**config.mk**
```make
export PLATFORM = sky130hd
export DESIGN_NAME = dcache_mem_bridge
export DESIGN_NICKNAME = d
export VERILOG_FILES = /design/src/rtl/dcache_mem_bridge_pkg.sv /design/src/rtl/dcache_mem_bridge.sv
export SDC_FILE = /design/constraint.sdc
export NUM_CORES = 1
export LEC_CHECK = 0
export CAP_MARGIN = 20
export CELL_PAD_IN_SITES_DETAIL_PLACEMENT = 0
export CELL_PAD_IN_SITES_GLOBAL_PLACEMENT = 1
export CORE_MARGIN = 2
export CORE_UTILIZATION = 34
export DETAILED_ROUTE_END_ITERATION = 7
export GPL_TIMING_DRIVEN = 0
export PLACE_DENSITY_LB_ADDON = 0.1
export RECOVER_POWER = 25
export REMOVE_ABC_BUFFERS = 1
export SLEW_MARGIN = 20
export SYNTH_ARGS = -nofsm -noshare
export SYNTH_HDL_FRONTEND = slang
export SYNTH_SLANG_ARGS = --single-unit
```
**constraint.sdc**
```tcl
create_clock -name clk_i -period 1.9 [get_ports clk_i]
set_input_delay 0.285 -clock clk_i [delete_from_list [all_inputs] [get_ports clk_i]]
set_output_delay 0.285 -clock clk_i [all_outputs]
set_load 0.02 [all_outputs]
```
**src/rtl/dcache_mem_bridge_pkg.sv**
```systemverilog
// ============================================================================
// Module   : dcache_mem_bridge_pkg
// Purpose  : Shared memory-side types and block geometry for the L1 D-cache.
// Revision : 1.0 - initial release
// ============================================================================
`default_nettype none

package dcache_mem_bridge_pkg;

    localparam int CACHE_BLOCK_SIZE = 128;
    localparam int BLK_OFFSET_BITS  = $clog2(CACHE_BLOCK_SIZE / 8);

    typedef enum logic [2:0] {
        ST_IDLE     = 3'd0,
        ST_WB       = 3'd1,
        ST_RD_ISSUE = 3'd2,
        ST_RD_WAIT  = 3'd3,
        ST_RESP     = 3'd4
    } bridge_state_e;

endpackage

`default_nettype wire

```
**src/rtl/dcache_mem_bridge.sv**
```systemverilog
// ============================================================================
// Module   : dcache_mem_bridge
// Purpose  : Serialises D-cache refills/writebacks into 32-bit memory beats.
// Revision : 1.0 - initial release
// ============================================================================
`default_nettype none

module dcache_mem_bridge
    import dcache_mem_bridge_pkg::*;
#(
    parameter int CACHE_BLOCK_SIZE = dcache_mem_bridge_pkg::CACHE_BLOCK_SIZE
) (
    input  logic                        clk_i,
    input  logic                        rst_ni,
    input  logic                        fill_req_vld_i,
    input  logic [31:0]                 fill_req_addr_i,
    output logic                        fill_req_rdy_o,
    output logic                        fill_resp_vld_o,
    output logic [CACHE_BLOCK_SIZE-1:0] fill_resp_data_o,
    input  logic                        wb_vld_i,
    input  logic [31:0]                 wb_addr_i,
    input  logic [CACHE_BLOCK_SIZE-1:0] wb_data_i,
    output logic                        wb_rdy_o,
    output logic                        mem_req_o,
    output logic                        mem_we_o,
    output logic [31:0]                 mem_addr_o,
    output logic [31:0]                 mem_wdata_o,
    input  logic                        mem_gnt_i,
    input  logic                        mem_rvalid_i,
    input  logic [31:0]                 mem_rdata_i,
    output logic                        busy_o
);

    localparam int BEATS = CACHE_BLOCK_SIZE / 32;
    localparam int IDX_W = $clog2(BEATS);
    localparam int CNT_W = IDX_W + 1;
    localparam int OFF_W = $clog2(CACHE_BLOCK_SIZE / 8);

    localparam logic [CNT_W-1:0] CNT_LAST = CNT_W'(BEATS - 1);
    localparam logic [CNT_W-1:0] CNT_FULL = CNT_W'(BEATS);
    localparam logic [31:0]      BLK_MASK = ~((32'd1 << OFF_W) - 32'd1);

    bridge_state_e state_q, state_d, cur_st;

    logic                  wb_vld_q,   wb_vld_d;
    logic [31:0]           wb_addr_q,  wb_addr_d;
    logic [BEATS-1:0][31:0] wb_data_q, wb_data_d;

    logic                  fill_vld_q,  fill_vld_d;
    logic [31:0]           fill_addr_q, fill_addr_d;
    logic [BEATS-1:0][31:0] fill_data_q, fill_data_d;

    logic [CNT_W-1:0] beat_cnt_q,  beat_cnt_d;
    logic [CNT_W-1:0] issue_cnt_q, issue_cnt_d;
    logic [CNT_W-1:0] ret_cnt_q,   ret_cnt_d;

    logic [IDX_W-1:0] beat_idx, issue_idx, ret_idx;

    assign beat_idx  = beat_cnt_q[IDX_W-1:0];
    assign issue_idx = issue_cnt_q[IDX_W-1:0];
    assign ret_idx   = ret_cnt_q[IDX_W-1:0];

    assign fill_req_rdy_o   = ~fill_vld_q;
    assign wb_rdy_o         = ~wb_vld_q;
    assign fill_resp_data_o = fill_data_q;
    assign busy_o           = wb_vld_q | fill_vld_q | (state_q != ST_IDLE);

    always_comb begin
        state_d         = state_q;
        wb_vld_d        = wb_vld_q;
        wb_addr_d       = wb_addr_q;
        wb_data_d       = wb_data_q;
        fill_vld_d      = fill_vld_q;
        fill_addr_d     = fill_addr_q;
        fill_data_d     = fill_data_q;
        beat_cnt_d      = beat_cnt_q;
        issue_cnt_d     = issue_cnt_q;
        ret_cnt_d       = ret_cnt_q;
        mem_req_o       = 1'b0;
        mem_we_o        = 1'b0;
        mem_addr_o      = 32'd0;
        mem_wdata_o     = 32'd0;
        fill_resp_vld_o = 1'b0;

        // IDLE acts as the first cycle of the chosen transfer so the beat
        // request appears in the cycle right after the buffer fills.
        cur_st = state_q;
        if (state_q == ST_IDLE) begin
            if (wb_vld_q) begin
                cur_st = ST_WB;
            end else if (fill_vld_q) begin
                cur_st = ST_RD_ISSUE;
            end
        end
        state_d = cur_st;

        if (wb_vld_i && !wb_vld_q) begin
            wb_vld_d  = 1'b1;
            wb_addr_d = wb_addr_i & BLK_MASK;
            wb_data_d = wb_data_i;
        end

        if (fill_req_vld_i && !fill_vld_q) begin
            fill_vld_d  = 1'b1;
            fill_addr_d = fill_req_addr_i & BLK_MASK;
        end

        if (mem_rvalid_i && (ret_cnt_q != issue_cnt_q)) begin
            fill_data_d[ret_idx] = mem_rdata_i;
            ret_cnt_d            = ret_cnt_q + 1'b1;
        end

        case (cur_st)
            ST_WB: begin
                mem_req_o   = 1'b1;
                mem_we_o    = 1'b1;
                mem_addr_o  = wb_addr_q + 32'({beat_idx, 2'b00});
                mem_wdata_o = wb_data_q[beat_idx];
                if (mem_gnt_i) begin
                    if (beat_cnt_q == CNT_LAST) begin
                        wb_vld_d   = 1'b0;
                        beat_cnt_d = '0;
                        state_d    = ST_IDLE;
                    end else begin
                        beat_cnt_d = beat_cnt_q + 1'b1;
                    end
                end
            end
            ST_RD_ISSUE: begin
                mem_req_o  = 1'b1;
                mem_addr_o = fill_addr_q + 32'({issue_idx, 2'b00});
                if (mem_gnt_i) begin
                    issue_cnt_d = issue_cnt_q + 1'b1;
                    if (issue_cnt_q == CNT_LAST) begin
                        state_d = ST_RD_WAIT;
                    end
                end
            end
            ST_RD_WAIT: begin
                if (ret_cnt_d == CNT_FULL) begin
                    state_d = ST_RESP;
                end
            end
            ST_RESP: begin
                fill_resp_vld_o = 1'b1;
                fill_vld_d      = 1'b0;
                beat_cnt_d      = '0;
                issue_cnt_d     = '0;
                ret_cnt_d       = '0;
                state_d         = ST_IDLE;
            end
            default: ;
        endcase
    end

    always_ff @(posedge clk_i or negedge rst_ni) begin
        if (!rst_ni) begin
            state_q     <= ST_IDLE;
            wb_vld_q    <= 1'b0;
            wb_addr_q   <= 32'd0;
            wb_data_q   <= '0;
            fill_vld_q  <= 1'b0;
            fill_addr_q <= 32'd0;
            fill_data_q <= '0;
            beat_cnt_q  <= '0;
            issue_cnt_q <= '0;
            ret_cnt_q   <= '0;
        end else begin
            state_q     <= state_d;
            wb_vld_q    <= wb_vld_d;
            wb_addr_q   <= wb_addr_d;
            wb_data_q   <= wb_data_d;
            fill_vld_q  <= fill_vld_d;
            fill_addr_q <= fill_addr_d;
            fill_data_q <= fill_data_d;
            beat_cnt_q  <= beat_cnt_d;
            issue_cnt_q <= issue_cnt_d;
            ret_cnt_q   <= ret_cnt_d;
        end
    end

    // A read beat with nothing outstanding indicates a memory-side protocol error.
    a_no_spurious_rvalid: assert property (
        @(posedge clk_i) disable iff (!rst_ni)
        mem_rvalid_i |-> (ret_cnt_q != issue_cnt_q)
    );

endmodule

`default_nettype wire

```
Yosys cells after proc, flatten, opt, wreduce, memory -nomap -nowiden:

Cells that the tools add are included.

* input port bits: 230
* logic and storage cells: 84
* bits in registers: 326
* output and inout bits: 198

* magnitude comparators: 3
* equal/unequal tests: 10
* mux-type cells: 32
* bitwise gates (word level): 4
* reductions and logical operators: 14
* $add $sub $neg: 5

Operator list (number)
* bitwise mux 128 bit: 1
* two-way mux 32 bit: 3
* adder 32 x 4 -> 32 bit: 2
* binary-select mux 32 bit (select 2 bit): 1
* demux 32 bit (select 2 bit): 1
* case mux 32 bit (2 select lines): 1
* two-way mux 3 bit: 13
* == test 3 x 2 -> 1 bit (second input constant): 4
* case mux 3 bit (2 select lines): 2
* case mux 3 bit (4 select lines): 1
* adder 3 x 1 -> 3 bit (second input constant): 3
* two-way mux 1 bit: 9
* == test 3 bit (second input constant): 2
* less-than comparator 2 x 3 -> 1 bit (second input constant): 2
* nonzero test 2 bit: 3
* logical AND 1 bit: 4
* != test 2 bit (second input constant): 2
* AND reduction 2 bit: 2
* == test 3 x 1 -> 1 bit (second input constant): 1
* zero test 3 bit: 1
* != test 3 bit: 1
* nonzero test 3 bit: 1
* >= comparator 2 x 1 -> 1 bit (second input constant): 1
* zero test 1 bit: 2
* other kinds (3): 5

Longest topological paths before layout:

Gate-level depths: netlist of the first run.

* depth after elaboration: 6
* depth in mapped cells: 7
* mapped depth without buffers: 6

Least setup slack after synthesis of the first run:

No wires, ideal clock.

* kind: reg-to-output
* start point: register state_q[1]
* end point: output mem_wdata_o[10]
* buffers on the path: 3
* required time: 1.615 ns
* arrival time: 1.682 ns
* cell stages (with the launch flop): 6
* slack: -0.067 ns
* path through: dfrtp_1 -> clkbuf_1 -> nor3_1 -> clkbuf_1 -> clkbuf_1 -> and2_1

* cells in the longest elaborated chain, start to end: 5
* elaborated cells between the ends (all ways): 6
* classes of those cells: eq/ne (1); mux (4); reduce/logical (1)

RTL lines
* start: declaration: line dcache_mem_bridge.sv:43 `bridge_state_e state_q, state_d, cur_st;`
* start signal: assignment: line dcache_mem_bridge.sv:169 `state_q <= state_d;`
* two-way mux 3 bit: line dcache_mem_bridge.sv:91 `end else if (fill_vld_q) begin`
* two-way mux 3 bit: line dcache_mem_bridge.sv:89 `if (wb_vld_q) begin`
* two-way mux 3 bit *: line dcache_mem_bridge.sv:88 `if (state_q == ST_IDLE) begin`
* == test 3 x 1 -> 1 bit *: line dcache_mem_bridge.sv:113 `case (cur_st)`
* two-way mux 32 bit *: line dcache_mem_bridge.sv:113
* end: declaration: line dcache_mem_bridge.sv:27 `output logic [31:0] mem_wdata_o,`

Mark *: on every way between the ends. The rest lies on a longest branch, timed or not.

Final worst setup path of the first run:

* start point: register beat_cnt_q[0]
* end point: output mem_wdata_o[3]

* cells in the longest elaborated chain, start to end: 3

RTL lines
* start: declaration: line dcache_mem_bridge.sv:53 `logic [CNT_W-1:0] beat_cnt_q, beat_cnt_d;`
* start signal: assignment: line dcache_mem_bridge.sv:176 `beat_cnt_q <= beat_cnt_d;`
* binary-select mux 32 bit (select 2 bit): line dcache_mem_bridge.sv:118 `mem_wdata_o = wb_data_q[beat_idx];`
* two-way mux 32 bit (not written as such): line dcache_mem_bridge.sv:118
* two-way mux 32 bit: line dcache_mem_bridge.sv:113

Every way passes these cells. The select of a mux whose other input is x is not followed.

==> impl_metrics.yaml, run 1 <==
setup_path:
  path_class: "reg -> out"
  slowest_stage: "dfrtp_4"
  crit_arrival_ns: 2.14
  crit_start: "beat_cnt_q[0]$_DFFE_PN0P_"
  slowest_delay_ns: 0.51
  r2r_end: "fill_resp_data_o[100]$_DFFE_PN0P_"
  path_cells: "buf_12, buf_12, buf_6, mux4_2, and2_4, buf_6"
  r2r-start: "ret_cnt_q[0]$_DFF_PN0_"
  r2r_cells: 7
  endpoint_kind: "output port"
  start_kind: "flip-flop"
  crit_fanout: 8
  crit_end: "mem_wdata_o[3]"
  reg2reg_slack_ns: 0.05
  critPathRequiredTime_ns: 1.62
clock_tree:
  cts_tree: "done"
  clk_pin_slew_worst_paths_ns: 0.06
  insertion_delay_ns: 0.54
  numCtsBuffers: 39
  clock_sinks: 326
  cts-root-buf: "clkbuf_16"
  clk_path_buf_depth: 3
  htreeDepth: 2
grt:
  grt_usage: 0.190
  grtUsageMet1: 0.242
  grt_use_met2: 0.298
  use_met3: 0.0727
  antenna_found_initial: 6
  grt_max_degree: 89
  grt_first_pass_wirelength_um: 60300
  overflow: 0
  top_usage_layer: "met2"
  grt_pass1_vias: 10000
place:
  pre_cts_ws_ns: -0.821
  port_buffers: 417
  place_area_um2: 18800
  dp.cells: 1791
  place.gp.congestion: 0.726
  hpwlAfterDp_um: 26900
routing:
  wl_um: 39900
  drtPass1Iterations: 4
  wire_per_inst_um: 20.6
  postRouteAntennaNets: 0
  vias: 9228
  drt_iter0_markers: 315
  vias_per_cell: 4.77
  drc_errors: 0
final_layout:
  fin_area_um2: 21300
  area_growth_syn_to_layout_pct: 55.0
  stdcell_count: 1936
  final_common_cell: "clkdlybuf4s50_1"
  nets: 1618
  drive_gt1_frac: 0.453
  finalCoreUtilization: 0.535
  layout_common_cells: "348 x clkdlybuf4s50_1, 316 x dfrtp_1, 312 x mux2_2"
synth:
  ys_ff_latch: 326
  synth_area_per_cell_um2: 15.6
  synthMuxAreaShare: 0.309
  synth.cell_area_um2: 13700
  synthXorXnorAreaFrac: 0.00319
  synthSimpleGateAreaFrac: 0.0300
  synth_compound_area_frac: 0.0305
  async_flop_share: 1.00
  synthFlopType: "dfrtp_1"
  yosysWarnings: 0
  syn-instance-count: 877
  synth_top_family_by_area: "multiplexers"
  synthAdderAreaFrac: 0.00639
  synth.distinct_cells: 36
  yosysSeqAreaShare: 0.595
  synth_edf_count: 0
pwr:
  ir_drop_v: 0.00115
  p_leak_nw: 9.07
  power_density_nw_per_um2: 1420
floorplan:
  dieHeight_um: 205
  dieArea_um2: 42000
  die_x_um: 205
  num_io_pins: 428
  row_count: 73
  start_util: 0.345
  core_um2: 39700
run_status:
  status: "finished with violations"
  violations: "setup timing"
sta:
  finalWorstSetupSlack_ns: -0.527
  worst_pin_slew_ns: 0.845
  setup_violations: 65
  hold_violations: 0
  relSlewSlack: 0.437
  period_share: 1.28
  fin_crit_ns: 2.43
  fmax_ghz: 0.412
  fin_hold_ws_ns: 0.224
  fin_skew_ns: 0.0144
  rsz0062_at_grt: "yes"
  drv_slew: 0
run:
  cap_violations: 0
min_path:
  worstHoldPathType: "in -> async"
[cells in the mapped netlist, drive strengths merged, types with 2 or more instances]
library cell	n	share of area
mux2	312	0.26
buf	37	0.018
nand3	3	0.0011
nand2	14	0.0038
and2	33	0.015
inv	7	0.0019
a311oi	3	0.0019
nor2	17	0.0047
o21ai	2	0.00073
nor2b	6	0.0027
ha	7	0.0064
clkbuf	20	0.0055
dfrtp	326	0.59
xnor2	4	0.0026
a31oi	3	0.0025
a21oi	7	0.0026
mux4	32	0.053
a22o	30	0.019
[per-stage QoR]
step | total power, mW | TNS, ns
after floorplan | 16.1 | -1252.52
after global placement | 21.3 | -7353.99
after global routing | 31.8 | -34.11
after CTS | 30.5 | -26.33
final | 30.2 | -23.36
after detailed placement | 21.5 | -159.08
[worst min path at each step]
stage	to	slack, ns	cells past startpoint
floorplan	beat_cnt_q[0]$_DFFE_PN0P_	-0.01	0
global placement	wb_data_q[115]$_DFFE_PN0P_	0.49	1
detailed placement	wb_data_q[23]$_DFFE_PN0P_	0.23	1
CTS	wb_data_q[23]$_DFFE_PN0P_	0.23	2
global route	wb_data_q[23]$_DFFE_PN0P_	0.24	2
finish	wb_data_q[23]$_DFFE_PN0P_	0.22	2
[where the power goes]
part           leakage (nW)  total (mW)  switching, mW  internal, mW
sequential             3.94        10.4           1.20          9.17
clock                 0.622        7.25           2.86          4.39
combinational          4.50        12.5           5.45          7.09
total                  9.07        30.2           9.51          20.6
[final cells by class]
cell class                 count  area, µm²
fill                        3396      18500
sequential                   326       8180
timing repair buffer         519       5660
multi-input combinational    488       5490
clock buffer                  62       1220
tap                          525        657
inverter                       7       26.3
clock inverter                 5       25.0
antenna                        4       10.0
[routing by layer]
layer | share of wire | vias to the layer above | wire length (µm)
li1 | - | 4187 | -
met1 | 0.42 | 4686 | 16900
met2 | 0.46 | 288 | 18400
met3 | 0.092 | 57 | 3670
met4 | 0.019 | 10 | 772
met5 | 0.0017 | - | 69
[what timing repair did]
| item | in CTS | in global routing |
|---|---|---|
| gates cloned | 7 | 2 |
| endpoints found under the hold margin | 46 | 0 |
| buffers inserted | 50 | 23 |
| pin swaps | 55 | 26 |
| hold buffers | 1 | 0 |
| setup endpoints to repair | 306 | 157 |
| gates resized for setup | 506 | 36 |
[worst max-delay path, delay by kind of cell (launching register included)]
family	cells	cell delay, ns
buf+inv	4	0.52
mux	1	0.40
simple gates	1	0.15
flops	1	0.51
[state kept, by name, indices dropped and copies added, names as in the netlist]
signal,flops
fill_resp_data_o,128
state_q,3
ret_cnt_q,3
fill_vld_q,1
wb_addr_q,28
wb_data_q,128
issue_cnt_q,3
beat_cnt_q,3
wb_vld_q,1
fill_addr_q,28
[logic make-up after synthesis]
group / Yosys count
buf+inv: 64
flops: 326
compound gates: 51
simple gates: 78
xor+xnor: 5
mux: 345
fa+ha+maj: 7
other cells: 1
(Power assumes the default switching activity.)
==> inputs of run 2 (changes only) <==
- CAP_MARGIN: 20 -> 10
- GPL_TIMING_DRIVEN: 0 -> 1
==> run 2 against run 1 <==
Effect of this change:
- the run still ends with setup timing left
- sequential power about the same
- via count decreased by 0.38%
- highest routed layer unchanged
- utilization is 0.82 points lower
- non-clock buffer count down 7
- clock skew grew 0.0013 ns
==> impl_metrics.yaml, run 2 (same netlist as run 1, synthesis figures left out) <==
run_status:
  status: "finished with violations"
  violations: "setup timing"
setup_path:
  crit_arrival_ns: 2.07
  reg2reg_slack_ns: 0.02
  crit_fanout: 5
  slowest_stage: "mux4_2"
  slowest_delay_ns: 0.51
  path_class: "reg -> out"
  path_cells: "buf_12, buf_12, mux4_2, and2_4, buf_6"
  r2r_end: "state_q[0]$_DFF_PN0_"
  r2r-start: "beat_cnt_q[0]$_DFFE_PN0P_"
  start_kind: "flip-flop"
  r2r_cells: 10
  cpMostUsedCell: "buf_12"
  critPathRequiredTime_ns: 1.62
  endpoint_kind: "output port"
  critPathTopFamily: "multiplexers"
  crit_buf_inv: 3
routing:
  wl_um: 39900
  drt_iter0_markers: 249
  postRouteAntennaNets: 0
  vias: 9193
  vias_per_cell: 4.77
  drc_errors: 0
  drtPass1Iterations: 4
  wire_per_inst_um: 20.7
clock_tree:
  cts_tree: "done"
  numCtsBuffers: 38
  clk_pin_slew_worst_paths_ns: 0.06
  insertion_delay_ns: 0.55
  htreeDepth: 2
  clk_path_buf_depth: 3
  clock_sinks: 326
  cts-root-buf: "clkbuf_16"
final_layout:
  stdcell_count: 1929
  nFillCells: 3435
  nets: 1610
  finalCoreUtilization: 0.527
  layout_common_cells: "343 x clkdlybuf4s50_1, 323 x dfrtp_1, 312 x mux2_2"
  drive_gt1_frac: 0.433
  area_growth_syn_to_layout_pct: 52.7
  final_common_cell: "clkdlybuf4s50_1"
  ff_latch_area_um2: 8160
  multi_input_area_um2: 5400
min_path:
  hold_path_depth: 3
  min_to: "fill_vld_q$_DFFE_PN0P_"
  worstHoldPathType: "in -> reg"
  hp-start: "fill_req_vld_i"
pwr:
  ir_drop_v: 0.00114
  power_density_nw_per_um2: 1400
  power_mw: 29.3
  p_leak_nw: 9.00
floorplan:
  core_um2: 39700
  start_util: 0.345
  num_io_pins: 428
  die_x_um: 205
  dieArea_um2: 42000
  dieHeight_um: 205
  row_count: 73
grt:
  grt_pass1_vias: 9769
  antenna_found_initial: 2
  grt_max_degree: 75
  overflow: 0
  grt_first_pass_wirelength_um: 59500
  grt_usage: 0.187
place:
  hpwlAfterDp_um: 26600
  port_buffers: 417
  place.gp.congestion: 0.738
  dp.cells: 1826
sta:
  relSlewSlack: 0.248
  tns_ns: -23.47
  fin_skew_ns: 0.0157
  setup_violations: 64
  finalWorstSetupSlack_ns: -0.450
  drv_slew: 0
  rsz0062_at_grt: "yes"
  fin_crit_ns: 2.35
  period_share: 1.24
  worst_pin_slew_ns: 1.13
  hold_violations: 0
  fmax_ghz: 0.426
run:
  cap_violations: 0
[run 2: cell count changes in the layout (fill, tap and decap cells not counted), sizes merged]
cell and delta:
buf -14, clkbuf +6, dlygate4sd2 +1, dlymetal6s2s +5, diode -1, clkinv +1, clkdlybuf4s50 -5
[run 2: worst max-delay path by stage]
stage                                    startpoint                   endpoint  slack, ns  cells after the start
after floorplan                  wb_vld_q$_DFF_PN0_  wb_addr_q[10]$_DFFE_PN0P_      -6.36                      2
after global placement    beat_cnt_q[0]$_DFFE_PN0P_            mem_wdata_o[21]      -0.33                      4
after detailed placement  beat_cnt_q[0]$_DFFE_PN0P_            mem_wdata_o[11]      -0.33                      4
after CTS                 beat_cnt_q[0]$_DFFE_PN0P_             mem_wdata_o[8]      -0.54                      5
after global routing      beat_cnt_q[0]$_DFFE_PN0P_            mem_wdata_o[22]      -0.54                      5
final                     beat_cnt_q[0]$_DFFE_PN0P_             mem_wdata_o[8]      -0.45                      5
[run 2: where the power goes]
group	switching [mW]	internal [mW]	total (mW)
sequential	1.17	9.16	10.3
combinational	5.30	6.71	12.0
clock	2.82	4.18	7.00
total	9.29	20.0	29.3
[run 2: layout make-up]
class                      count  share of cell area
timing repair buffer         512               0.262
inverter                       7             0.00125
sequential                   326               0.390
antenna                        3            0.000358
clock buffer                  62              0.0556
multi-input combinational    488               0.258
tap                          525              0.0314
clock inverter                 6             0.00143
[run 2: repair_timing]
item	in CTS	in global routing
pin swaps	18	23
gates resized for setup	402	67
endpoints found under the hold margin	110	0
hold buffers	1	0
setup buffers	20	10
gates cloned	7	4
endpoints found under the setup margin	68	126
[run 2: per-stage QoR]
stage	worst slack (ns)	hold slack [ns]	cell area [µm²]
after floorplan	-6.36	-0.0106	13400
after global placement	-0.325	0.211	19100
after detailed placement	-0.326	0.207	19100
after CTS	-0.535	0.224	20800
after global routing	-0.539	0.321	20900
final	-0.450	0.333	20900
[run 2: tightest hold or removal path: stages]
cell and delay [ns]:
clkdlybuf4s50_1 0.41, nor2_1 0.10, nor2_1 0.04
[run 2: per-layer routing]
| layer | GRT usage | part of all wire |
|---|---|---|
| met3 | 0.0659 | 0.088 |
| met5 | 0 | 0.00028 |
| met4 | 0.0462 | 0.016 |
| met1 | 0.251 | 0.44 |
| met2 | 0.289 | 0.46 |
